## config.mk

```make
export PLATFORM = sky130hd
export DESIGN_NAME = ula_8bits
export DESIGN_NICKNAME = d
export VERILOG_FILES = /design/src/rtl/ula_pkg.sv /design/src/rtl/ula_ripple_adder8.sv /design/src/rtl/ula_8bits.sv
export SDC_FILE = /design/constraint.sdc
export NUM_CORES = 1
export LEC_CHECK = 0
export ABC_CLOCK_PERIOD_IN_PS = 6900
export CAP_MARGIN = 5
export CORE_UTILIZATION = 50
export CTS_CLUSTER_SIZE = 20
export DETAILED_ROUTE_END_ITERATION = 7
export DONT_BUFFER_PORTS = 1
export GPL_ROUTABILITY_DRIVEN = 0
export SLEW_MARGIN = 20
export SYNTH_ARGS = -nofsm -noshare
export SYNTH_HDL_FRONTEND = slang
export SYNTH_SLANG_ARGS = --single-unit
```

## constraint.sdc

```tcl
create_clock -name clk -period 6.9 [get_ports clk]
set_clock_uncertainty 0.15 [all_clocks]
set_input_delay 1.38 -clock clk [delete_from_list [all_inputs] [get_ports clk]]
set_output_delay 1.38 -clock clk [all_outputs]
set_load 0.02 [all_outputs]
```

## src/rtl/ula_pkg.sv

```systemverilog
// ula_pkg: opcodes and datapath width shared by the ULA files.
// Contents: OP_* selector codes, ULA_W data width.
package ula_pkg;

  localparam int ULA_W = 8;

  localparam logic [2:0] OP_AND  = 3'b000;
  localparam logic [2:0] OP_OR   = 3'b001;
  localparam logic [2:0] OP_NOT  = 3'b010;
  localparam logic [2:0] OP_NAND = 3'b011;
  localparam logic [2:0] OP_ADD  = 3'b100;
  localparam logic [2:0] OP_SUB  = 3'b101;

endpackage

```

## src/rtl/ula_ripple_adder8.sv

```systemverilog
// ula_ripple_adder8: 8-bit ripple-carry adder from full-adder cells.
// Ports: a, b (8b), cin -> sum (8b), cout.
module ula_ripple_adder8
  import ula_pkg::*;
(
  input  logic [ULA_W-1:0] a,
  input  logic [ULA_W-1:0] b,
  input  logic             cin,
  output logic [ULA_W-1:0] sum,
  output logic             cout
);

  logic [ULA_W:0] c;

  assign c[0] = cin;

  for (genvar i = 0; i < ULA_W; i++) begin : g_fa
    logic p;
    assign p        = a[i] ^ b[i];
    assign sum[i]   = p ^ c[i];
    assign c[i+1]   = (a[i] & b[i]) | (p & c[i]);
  end

  assign cout = c[ULA_W];

endmodule

```

## src/rtl/ula_8bits.sv

```systemverilog
// ula_8bits: 8-bit registered ALU (AND/OR/NOT/NAND/ADD/SUB), 1-cycle latency.
// Ports: clk, rst (sync, active-high), A, B, carry_in, seletor (3b)
//   -> resultado (8b), carry_out; with ULA_FLAGS_EN also zero, overflow.
module ula_8bits
  import ula_pkg::*;
(
  input  logic             clk,
  input  logic             rst,
  input  logic [ULA_W-1:0] A,
  input  logic [ULA_W-1:0] B,
  input  logic             carry_in,
  input  logic [2:0]       seletor,
`ifdef ULA_FLAGS_EN
  output logic             zero,
  output logic             overflow,
`endif
  output logic [ULA_W-1:0] resultado,
  output logic             carry_out
);

  logic             is_sub;
  logic [ULA_W-1:0] add_b;
  logic             add_cin;
  logic [ULA_W-1:0] add_sum;
  logic             add_cout;
  logic [ULA_W-1:0] res_d;
  logic             co_d;
  logic             ov_d;

  // SUB reuses the adder: A + ~B + ~borrow_in, borrow_out = ~cout.
  assign is_sub  = (seletor == OP_SUB);
  assign add_b   = is_sub ? ~B : B;
  assign add_cin = is_sub ? ~carry_in : carry_in;

  ula_ripple_adder8 u_adder (
    .a    (A),
    .b    (add_b),
    .cin  (add_cin),
    .sum  (add_sum),
    .cout (add_cout)
  );

  always_comb begin
    res_d = '0;
    co_d  = 1'b0;
    ov_d  = 1'b0;
    unique case (1'b1)
      (seletor == OP_AND):  res_d = A & B;
      (seletor == OP_OR):   res_d = A | B;
      (seletor == OP_NOT):  res_d = ~A;
      (seletor == OP_NAND): res_d = ~(A & B);
      (seletor == OP_ADD): begin
        res_d = add_sum;
        co_d  = add_cout;
        ov_d  = (A[ULA_W-1] == B[ULA_W-1]) &&
                (add_sum[ULA_W-1] != A[ULA_W-1]);
      end
      (seletor == OP_SUB): begin
        res_d = add_sum;
        co_d  = ~add_cout;
        ov_d  = (A[ULA_W-1] != B[ULA_W-1]) &&
                (add_sum[ULA_W-1] != A[ULA_W-1]);
      end
      default: begin
        res_d = '0;
        co_d  = 1'b0;
        ov_d  = 1'b0;
      end
    endcase
  end

  always_ff @(posedge clk) begin
    if (rst) begin
      resultado <= '0;
      carry_out <= 1'b0;
    end else begin
      resultado <= res_d;
      carry_out <= co_d;
    end
  end

`ifdef ULA_FLAGS_EN
  always_ff @(posedge clk) begin
    if (rst) begin
      zero     <= 1'b0;
      overflow <= 1'b0;
    end else begin
      zero     <= (res_d == '0);
      overflow <= ov_d;
    end
  end
`else
  logic unused_ov;
  assign unused_ov = ov_d;
`endif

endmodule

```

==> summary.md <==
| Metric | Value |
|---|---|
| Core Region | `0.00151 mm2` |
| Num ports | `31` |
| Slowest stage delay, CP | `0.49 ns` |
| CTS sink cnt | `9` |
| Total gr overflow | `0` |
| First DRT Iteration DRCs | `8` |
| Initial Util | `0.542` |
| First-pass GRT wire length | `2550 um` |
| VDD IR max | `65.3 uV` |
| Hold-fix buffers at CTS | `0` |
| Kind of start point of the critical path | `primary input` |
| Tcrit/Tclk final | `0.797` |
| Num CTS Buffers | `3` |
| Slew Limit Fails | `0` |
| Status | `completed` |
| Total Routing Usage GR | `0.182` |
| Syn-to-layout area delta | `0%` |
| Mean Syn Cell Area | `10.1 um2` |
| Via count of the first global-routing pass | `606` |
| CP Class | `primary input to flip-flop` |
| Die area | `0.00180 mm2` |
| Postcts setup bufs | `0` |
| Critical-path top delay cell | `nand3b_1` |
| Final Power | `141 uW` |
| Ant diodes | `0` |
| Setup Total Neg Slack | `0 ns` |
| Final Hold Vio Count | `0` |
| Hold Crit Class | `primary input to flip-flop` |
| Worst endpoint required time | `6.95 ns` |
| Fmax | `182 MHz` |
| Worst Path Max Fanout | `19` |
| Slew @ Worst Pin | `0.592 ns` |
| Design area | `816 um2` |
| Initial antenna violation count | `0` |
| Via density | `6.04` |
| DRT antenna net count | `0` |
| RSZ-0062 raised after global routing | `no` |
| Seq/Total Area, Yosys | `0.221` |
| Cell mode on critical path | `fa_1` |
| IO buf count | `0` |
| Post-Route WL | `1450 um` |
| Die Y | `42.4 um` |
| Width of the die | `42.4 um` |
| Clk root buf | `clkbuf_4` |
| Nets | `111` |
| Crit. End Element | `flip-flop` |
| Mapped cell area | `816 um2` |
| Synthesis-stage register bit count | `9` |
| Drt drc | `0` |
| Worst-path cell chain | `nand3b_1 > xnor2_1 > fa_1 > fa_1 > fa_1 > fa_1 > fa_1 > fa_1 > fa_1 > inv_1 > fa_1 > o2bb2ai_2` |
| Largest net degree at the start of global routing | `20` |
| Dpl hpwl | `1110 um` |
| Static Leak | `0.300 nW` |
| Slew margin rel. | `0.604` |
| DP Area | `790 um2` |
| Hold slack | `1.13 ns` |
| Post-synth net total | `111` |
| Via count | `580` |
| PD cells | `173 mW/mm2` |
| TritonRoute pass-1 iters | `4` |
| Ys Warns | `0` |
| Tmin final | `5.50 ns` |
| Post-CTS Resized | `0` |
| Clk buf depth | `2` |
| H-tree levels | `1` |
| WL per Instance | `15.1 um` |
| Max-Cap Viols | `0` |
| Worst Path Arrival | `5.54 ns` |
| Share of layout cells above drive strength 1 | `0.150` |
| Reg clk slew, reported paths | `0.06 ns` |
| CTS tree | `built` |
| Number of core rows | `14` |
| Total setup violations reported at the end of the flow | `0` |
| Cell count after synthesis | `81` |
| Count of cell types in the netlist | `23` |
final timing paths:
kind,startpoint,slack [ns],endpoint,depth (start not counted)
setup / recovery,seletor[1],1.40,resultado[7],12
hold / removal,seletor[0],1.13,carry_out,2
per-stage QoR:
| step | std cells | util | setup slack [ns] |
|---|---|---|---|
| 5_1_grt | 96 | 0.542 | 1.16 |
| 6_report | 96 | 0.542 | 1.40 |
| 3_3_place_gp | 92 | 0.524 | 1.16 |
| 4_1_cts | 96 | 0.542 | 1.38 |
| 2_1_floorplan | 81 | - | 1.44 |
| 3_5_place_dp | 92 | 0.524 | 1.10 |
Yosys cell counts:
| cell | n | area share |
|---|---|---|
| a211o_1 | 6 | 0.064 |
| a22o_1 | 1 | 0.011 |
| a32o_1 | 6 | 0.074 |
| and2_2 | 6 | 0.055 |
| buf_2 | 1 | 0.0061 |
| buf_4 | 2 | 0.018 |
| buf_6 | 1 | 0.014 |
| buf_8 | 1 | 0.018 |
| dfxtp_1 | 9 | 0.22 |
| fa_1 | 8 | 0.20 |
| inv_1 | 4 | 0.018 |
| nand2b_1 | 1 | 0.0077 |
| nand3b_1 | 3 | 0.028 |
| nor2_1 | 10 | 0.046 |
| nor3b_2 | 1 | 0.015 |
| o21ai_0 | 6 | 0.037 |
| o2bb2ai_2 | 1 | 0.018 |
| o311ai_0 | 1 | 0.011 |
| o311ai_1 | 1 | 0.011 |
| or2b_1 | 1 | 0.0092 |
| or3b_4 | 1 | 0.014 |
| xnor2_1 | 9 | 0.097 |
| xor2_1 | 1 | 0.011 |
per-layer routing:
metal  up-vias  global-route usage  part of all wire
met3         2              0.0216             0.055
met2        19               0.305              0.50
met5         -                   0                 0
met1       277               0.226              0.43
met4         0               0.100             0.011
li1        282                   -                 -
final cells by class:
cell class                      instances  area [um2]
Clock buffer                            4        26.3
Fill cell                             134         691
Inverter                                4        15.0
Multi-Input combinational cell         63         574
Sequential cell                         9         180
Tap cell                               16        20.0
registers in the layout, summed over array words and instances (netlist names):
| signal | flops |
|---|---|
| carry_out | 1 |
| resultado | 8 |
kinds of logic (layout without fill, tap and decap cells):
group,count (synthesis),in the layout,share of synthesized area
DFF,9,9,0.221
adders and majority gates,8,8,0.196
and+or+nand+nor,23,23,0.175
AOI/OAI and AO/OA,22,22,0.225
xor gates and xnor gates,10,10,0.107
buffers and inverters,9,8,0.0751
placed cells by master (no fill, tap or decap):
cell and count:
fa_1 8, xor2_1 1, dfxtp_1 9, o311ai_0 1, o21ai_0 6, a22o_1 1
clkbuf_1 1, nor3b_2 1, nand2b_1 1, inv_1 4, o311ai_1 1, o2bb2ai_2 1
and2_2 6, a211o_1 6, or3b_4 1, xnor2_1 9, clkbuf_4 3, nor2_1 10
or2b_1 1, a32o_1 6, nand3b_1 3
worst max-delay path: cells and delay by family:
family | cells | cell delay (ns)
adders and majority gates | 8 | 3.18
and+or+nand+nor | 1 | 0.49
xor gates and xnor gates | 1 | 0.29
AOI/OAI and AO/OA | 1 | 0.13
buffers and inverters | 1 | 0.08
report_power, final:
| group | total, mW | internal [mW] | switching, mW |
|---|---|---|---|
| Sequential | 0.0646 | 0.0569 | 0.00765 |
| Clock | 0.0404 | 0.0223 | 0.0181 |
| Combinational | 0.0360 | 0.0200 | 0.0161 |
| Total | 0.141 | 0.0992 | 0.0418 |
No activity file was read; power rests on OpenSTA's default activity.
